`src/rtl/des_result_serializer.sv`:
```
// Captures DES result blocks on the rising edge of finish into a small FIFO and
// streams them MSB-byte-first over valid/ready. Optional parity: DES_SER_PARITY_EN.
module des_result_serializer #(
  parameter int DATA_W = 64,
  parameter int DEPTH  = 2
) (
  input  logic                       clk,
  input  logic                       reset,
  input  logic                       i_Clear,
  input  logic                       finish,
  input  logic [DATA_W-1:0]          i_Data,
  output logic [7:0]                 o_Byte,
  output logic                       o_Valid,
  input  logic                       i_Ready,
  output logic                       o_Last,
  output logic [$clog2(DEPTH+1)-1:0] o_Count,
  output logic                       o_Overflow
`ifdef DES_SER_PARITY_EN
  ,
  output logic                       o_Parity,
  output logic                       o_ParErr
`endif
);

  localparam int NBYTES = DATA_W / 8;
  localparam int PTR_W  = $clog2(DEPTH);
  localparam int CNT_W  = $clog2(DEPTH + 1);
  localparam int IDX_W  = (NBYTES > 1) ? $clog2(NBYTES) : 1;
  localparam logic [CNT_W-1:0] FULL     = CNT_W'(DEPTH);
  localparam logic [IDX_W-1:0] LAST_IDX = IDX_W'(NBYTES - 1);

  logic [DATA_W-1:0] mem [DEPTH];
  logic [PTR_W-1:0]  head;
  logic [PTR_W-1:0]  wr_ptr;
  logic [CNT_W-1:0]  count;
  logic [IDX_W-1:0]  idx;
  logic              finish_q;
  logic              overflow;
  logic              cap;
  logic              xfer;
  logic              pop;
  logic              push;
  logic              drop;
  logic [DATA_W-1:0] head_blk;
  logic [DATA_W-1:0] head_shift;

  assign cap     = finish & ~finish_q;
  assign o_Valid = (count != '0);
  assign xfer    = o_Valid & i_Ready;
  assign pop     = xfer & (idx == LAST_IDX);
  // A full FIFO still accepts a new block when the head leaves on the same edge.
  assign push    = cap & ((count != FULL) | pop);
  assign drop    = cap & (count == FULL) & ~pop;
  assign wr_ptr  = head + PTR_W'(count);

  assign head_blk   = mem[head];
  assign head_shift = head_blk << {idx, 3'b000};
  assign o_Byte     = o_Valid ? head_shift[DATA_W-1 -: 8] : 8'h00;
  assign o_Last     = o_Valid & (idx == LAST_IDX);
  assign o_Count    = count;
  assign o_Overflow = overflow;

  // Control state: edge detector, pointers, occupancy, byte index, sticky overflow
  always_ff @(posedge clk or posedge reset) begin
    if (reset) begin
      finish_q <= 1'b0;
      head     <= '0;
      count    <= '0;
      idx      <= '0;
      overflow <= 1'b0;
    end else begin
      finish_q <= finish;
      if (i_Clear) begin
        head     <= '0;
        count    <= '0;
        idx      <= '0;
        overflow <= 1'b0;
      end else begin
        if (xfer)
          idx <= pop ? '0 : idx + IDX_W'(1);
        if (pop)
          head <= head + PTR_W'(1);
        if (push & ~pop)
          count <= count + CNT_W'(1);
        else if (pop & ~push)
          count <= count - CNT_W'(1);
        if (drop)
          overflow <= 1'b1;
      end
    end
  end

  // Block storage: data path only, never reset
  always_ff @(posedge clk) begin
    if (push & ~i_Clear)
      mem[wr_ptr] <= i_Data;
  end

`ifdef DES_SER_PARITY_EN
  logic par_err;

  function automatic logic odd_parity(input logic [7:0] b);
    return ~^b;
  endfunction

  // A DES key byte is well-formed when its total bit count is odd.
  function automatic logic key_byte_bad(input logic [7:0] b);
    return ~(^b);
  endfunction

  assign o_Parity = o_Valid & odd_parity(o_Byte);
  assign o_ParErr = par_err;

  always_ff @(posedge clk or posedge reset) begin
    if (reset)
      par_err <= 1'b0;
    else if (i_Clear)
      par_err <= 1'b0;
    else if (xfer & key_byte_bad(o_Byte))
      par_err <= 1'b1;
  end
`endif

endmodule
```
`config.mk`:
```
export PLATFORM = sky130hd
export DESIGN_NAME = des_result_serializer
export DESIGN_NICKNAME = d
export VERILOG_FILES = /design/src/rtl/des_result_serializer.sv
export SDC_FILE = /design/constraint.sdc
export NUM_CORES = 1
export LEC_CHECK = 0
export BUFFER_PORTS_ARGS = -buffer_cell sky130_fd_sc_hd__buf_4
export CAP_MARGIN = 10
export CORE_UTILIZATION = 55
export CTS_BUF_LIST = sky130_fd_sc_hd__clkbuf_8 sky130_fd_sc_hd__clkbuf_16
export DETAILED_ROUTE_END_ITERATION = 8
export PLACE_DENSITY = 0.85
export SETUP_SLACK_MARGIN = 0.02
export SLEW_MARGIN = 20
export SYNTH_ARGS = -nofsm -noshare
export SYNTH_HDL_FRONTEND = slang
export SYNTH_SLANG_ARGS = --single-unit
```
`constraint.sdc`:
```
create_clock -name clk -period 7.87 [get_ports clk]
set_input_delay 0.787 -clock clk [delete_from_list [all_inputs] [get_ports clk]]
set_output_delay 0.787 -clock clk [all_outputs]
set_load 0.01 [all_outputs]
```
==> impl_metrics.ini, run 1 <==
[cells_and_area]
diodes = 0
fin_area_sq_um = 6730
fin_nets = 467
fillCellCount = 603
drive_gt1_share_pct = 31.1
seq_area_sq_um = 4050
final_cell_mix = edfxtp_1, buf_4, mux2i_1, a22oi_1, clkbuf_16
fin_util_pct = 69.5
area_growth_pct = 23.3
final_common_cell = edfxtp_1
multiInputGateArea_sq_um = 1290

[worst_setup_path]
end_kind = output pin
reg2regPathDepth = 7
rr_startpoint = idx[0]
cp.arrival_ps = 2840
start_kind = flip-flop
critPathKind = reg -> out
rr_endpoint = mem[1][63]
rrSetupSlack_ps = 4800
crit_fanout = 60
critPathRequiredTime_ps = 7080

[sta]
setup-violations-final = 0
tightestPinTransition_ps = 1020
fin_crit_ps = 3630
fmax_mhz = 275
finalSetupTns_ps = 0
hold_ws_ps = 216
clock_skew_ps = 4.61
rsz0062_at_grt = no
hold_viol_final = 0
relSlewSlack_pct = 31.9
min_period_over_period_pct = 46.1
drv_slew = 0

[synthesis]
syn-num-nets = 378
yosysWarnings = 0
synth_area_leaders = edfxtp_1, mux2i_1, dfrtp_1
yosysTopAreaCell = edfxtp_1
syn-cell-area_sq_um = 5460
yosysTopAreaCellShare_pct = 70.4
ys_ff_latch = 136
synth_cells = 307
synth_cell_types = 35
yosysSeqAreaShare_pct = 74.0
avgSynthCellArea_sq_um = 17.8

[drt]
wirelength_um = 10400
via_count = 3020
route.detailed.drc = 0
postRouteAntennaNets = 0
drt_iter0_markers = 171
wl_per_cell_um = 19.1
drt-pass1-iter-count = 4
vias_per_cell = 5.57

[global_route]
grt_usage_pct = 21.5
grt_pass1_vias = 3029
grt_pass1_wl_um = 15700
grt-ovfl-total = 0
antenna_found_initial = 0
grt_max_degree = 65

[run]
maxCapViolations = 0

[placement]
io_buffers = 81
dpl_cell_area_sq_um = 6150
dp_hpwl_um = 6490
gp_congestion = 0.719

[clocking]
cts_resized = 0
cts_tree = done
clock_tree.root_cell = clkbuf_8
htree_levels = 4
numCtsBuffers = 17
clockBufferDepth = 2
cts_sinks = 136
ctsHoldBuffers = 0
cts_setup_buffers = 0
clk_pin_slew_ps = 60
clk_latency_ps = 520

[floorplanning]
fp-row-count = 36
ioPinCount = 82
dieArea_sq_um = 10300
core_sq_um = 9680
floorplan.die.width_um = 102
die_h_um = 102
start_util_pct = 56.4

[run_status]
status = finished, final reports clean

[pwr]
vdd_drop_max_uv = 226
leakage_nw = 2.31
power.density_nw_per_um2 = 247

[worst_hold_path]
hold_class = in -> async
[metrics by stage]
stage	worst slack [ps]	instances	total power (W)
after floorplan	1800	307	0.000862
after global routing	4120	542	0.00171
after global placement	4830	510	0.000905
after detailed placement	4810	510	0.000909
after CTS	4230	542	0.00167
final	4240	542	0.00166
[critical path, cell delays in order (launching register included)]
cell and delay [ps]:
dfrtp_4 1090, mux4_1 650, nand2b_1 160, nand3_1 90, o21ai_0 110, buf_4 170
[layout make-up]
class,count,share of cell area [%]
Timing Repair Buffer,85,9.48
Multi-Input combinational cell,153,19.1
Tap cell,133,2.47
Sequential cell,136,60.1
Clock inverter,15,2.49
Inverter,3,0.167
Clock buffer,17,6.15
[cell families (layout without fill, tap and decap cells)]
| group | count (synthesis) | in the layout | synth area share, % |
|---|---|---|---|
| and+or+nand+nor | 47 | 47 | 4.56 |
| adders and majority gates | 2 | 2 | 0.458 |
| DFF | 136 | 136 | 74.0 |
| buffers and inverters | 18 | 120 | 2.59 |
| muxes | 59 | 59 | 12.9 |
| AOI/OAI and AO/OA | 45 | 45 | 5.50 |
[synth_stat cells (all sizes together)]
library cell and n:
edfxtp 128, mux2i 51, a22oi 24, buf 13, nand2 11, o21ai 10, nand3 9, a21oi 8
dfrtp 8, mux4 8, nand2b 7, nor2 7, nor2b 4, inv 3, nor3 3, clkbuf 2
ha 2, nor3b 2, a2111oi 1, a211oi 1, and2 1, and3 1, nand4 1, o211a 1
or3 1
[worst max-delay path by stage]
| stage | startpoint | end | slack [ps] |
|---|---|---|---|
| after floorplan | idx[0] | mem[1][0] | 1800 |
| after global placement | head | o_Byte[7] | 4830 |
| after detailed placement | idx[0] | mem[1][15] | 4810 |
| after CTS | head | o_Byte[7] | 4230 |
| after global routing | head | o_Byte[7] | 4120 |
| final | head | o_Byte[7] | 4240 |
[report_power, final]
part | switching, W | internal (W) | total, W
Sequential | 0.00000672 | 0.000809 | 0.000816
Combinational | 0.0000393 | 0.0000387 | 0.0000780
Clock | 0.000311 | 0.000458 | 0.000768
Total | 0.000357 | 0.00131 | 0.00166
[state kept, by name (all words and copies together) (netlist names)]
register and cells:
finish_q 1, mem 128, o_Overflow 1, head 1
idx 3, o_Count 2
[per-layer routing]
metal / GRT usage (%) / wire, um / vias up
met5: 0 / 0 / -
met4: 7.36 / 156 / 0
met3: 4.76 / 608 / 16
met2: 36.9 / 5520 / 113
met1: 27.2 / 4090 / 1485
li1: - / - / 1406
(Power assumes the default switching activity.)
==> inputs of run 2 (changes only) <==
--- a/config.mk
+++ b/config.mk
@@ -5,6 +5,7 @@
 export SDC_FILE = /design/constraint.sdc
 export NUM_CORES = 1
 export LEC_CHECK = 0
+export ABC_AREA = 1
 export BUFFER_PORTS_ARGS = -buffer_cell sky130_fd_sc_hd__buf_4
 export CAP_MARGIN = 10
 export CORE_UTILIZATION = 55
==> constraint.sdc (replaced) <==
create_clock -name clk -period 3.6 [get_ports clk]
set_input_delay 0.36 -clock clk [delete_from_list [all_inputs] [get_ports clk]]
set_output_delay 0.36 -clock clk [all_outputs]
set_load 0.01 [all_outputs]
==> run 2 against run 1 <==
Clock skew up 1.1 ps. Global-route usage up 4.8 points. Cell count rose by 54%. Synthesized cell count rose by 83%. Sequential power grew 120%. Register-to-register slack worse by 3800 ps. Cell area rose by 14%. Wire length is 33% higher. Critical path type unchanged. Largest cell class unchanged. Highest routed layer unchanged.
==> impl_metrics.ini, run 2 <==
[run_status]
status = finished, final reports clean

[drt]
wl_per_cell_um = 16.5
drt-pass1-iter-count = 5
route.detailed.drc = 0
postRouteAntennaNets = 0
via_count = 4580
vias_per_cell = 5.47
wirelength_um = 13800
drt_iter0_markers = 430

[clocking]
cts_tree = done
clock_tree.root_cell = clkbuf_8
htree_levels = 4
cts_sinks = 136
clockBufferDepth = 2
numCtsBuffers = 17
cts_setup_buffers = 0
clk_latency_ps = 530
clk_pin_slew_ps = 60

[synthesis]
synth_cell_types = 22
avgSynthCellArea_sq_um = 10.5
syn-num-nets = 633
synth_cells = 562
yosysTopAreaCell = edfxtp_1
synth_area_leaders = edfxtp_1, nand2_1, nand3_1
yosysSeqAreaShare_pct = 68.6
synth_ff_type = edfxtp_1
syn-cell-area_sq_um = 5890
synth_edf_count = 128
yosysWarnings = 0
yosysTopAreaCellShare_pct = 65.2
synthMostInstantiatedCell = nand2_1
synth_commonest_cells = nand2_1, edfxtp_1, nand3_1
async_reset_ff_share_pct = 5.88
ys_ff_latch = 136

[placement]
preCtsSetupSlack_ps = 1050
dpl_cell_area_sq_um = 6590
dp_hpwl_um = 8350
io_buffers = 81
gp_congestion = 0.896

[sta]
finalSetupTns_ps = 0
rsz0062_at_grt = no
tightestPinTransition_ps = 1080
hold_viol_final = 0
drv_slew = 0
final.setup.worst_slack_ps = 458
relSlewSlack_pct = 28.0
fmax_mhz = 318
min_period_over_period_pct = 87.3
setup-violations-final = 0
clock_skew_ps = 5.66
fin_crit_ps = 3140

[worst_setup_path]
path_cells = inv_2 -> nand2_1 -> nand2_1 -> nand2_1 -> nand3_1 -> nand3_1 -> a21oi_1 -> buf_4
cpMostUsedCell = nand2_1
rr_startpoint = idx[1]
slowest_delay_ps = 740
crit_cells = 8
crit_fanout = 63
end_kind = output pin
cp.arrival_ps = 2780
rr_endpoint = mem[1][3]
reg2regPathDepth = 7
critPathBufInv = 2
critPathRequiredTime_ps = 3240
slowest_stage = inv_2
start_kind = flip-flop
critPathKind = reg -> out
rrSetupSlack_ps = 980
critPathTopFamily = buffers and inverters

[global_route]
grt_pass1_vias = 4387
grt-ovfl-total = 0
antenna_found_initial = 0
grt_pass1_wl_um = 21600
grt_max_degree = 66
grt_usage_pct = 26.3

[cells_and_area]
largest-register = mem
final_cell_mix = nand2_1, edfxtp_1, nand3_1, buf_4, inv_1
final_common_cell = nand2_1
largest_reg_flops = 128
fin_area_sq_um = 7660
area_growth_pct = 30.0
fin_util_pct = 73.9
fin_nets = 759
drive_gt1_share_pct = 18.0
diodes = 0

[worst_hold_path]
holdPathEnd = mem[0][12]
min-delay-start = i_Data[12]
hold_class = in -> reg
worstHoldPathCells = 1

[pwr]
vdd_drop_max_uv = 401
power.density_nw_per_um2 = 523
leakage_nw = 3.30

[floorplanning]
start_util_pct = 56.8
floorplan.die.width_um = 106
dieArea_sq_um = 11100
ioPinCount = 82
fp-row-count = 37
die_h_um = 106
core_sq_um = 10400

[run]
maxCapViolations = 0
==> run 2: kinds of logic after synthesis <==
kind of cell / after synthesis / synth area share, %
adders and majority gates: 2 / 0.424
AOI/OAI and AO/OA: 14 / 1.23
buffers and inverters: 106 / 7.66
and+or+nand+nor: 302 / 21.8
DFF: 136 / 68.6
xor gates and xnor gates: 2 / 0.297
==> run 2: how the worst max path moves through the flow <==
stage                     end  startpoint
floorplan           mem[0][0]  o_Count[0]
global placement    o_Byte[7]        head
detailed placement  mem[1][9]      idx[1]
CTS                 o_Byte[7]        head
global route        o_Byte[1]        head
finish              o_Byte[7]        head
==> run 2: report_power, final <==
part	internal [W]	switching [W]
clock network	0.00111	0.000637
logic	0.000188	0.000241
registers	0.00179	0.0000377
total	0.00309	0.000916
==> run 2: final cells by class <==
cell class,count,area (sq um)
Inverter,79,297
Clock inverter,15,186
Clock buffer,17,414
Sequential cell,136,4050
Timing Repair Buffer,134,1140
Tap cell,136,170
Multi-Input combinational cell,320,1410
Fill cell,633,2710
==> run 2: routing by layer <==
layer | vias to the layer above | share of wire [%] | track usage (%)
li1 | 2093 | - | -
met1 | 2158 | 37 | 31.3
met2 | 272 | 51 | 44.6
met3 | 57 | 8.2 | 6.68
met4 | 0 | 3.6 | 13.2
met5 | - | 0 | 0
==> run 2: repair_timing <==
| action | CTS | global route |
|---|---|---|
| hold endpoints to repair | 94 | 2 |
| hold buffers | 46 | 1 |
| gates resized for setup | 0 | 0 |
==> run 2: metrics by stage <==
step	hold WS [ps]	std cells	power (W)
after floorplan	176	562	0.00206
after global placement	329	758	0.00221
after detailed placement	347	758	0.00223
after CTS	0.549	836	0.00401
after global routing	0.383	837	0.00412
final	16.7	837	0.00401
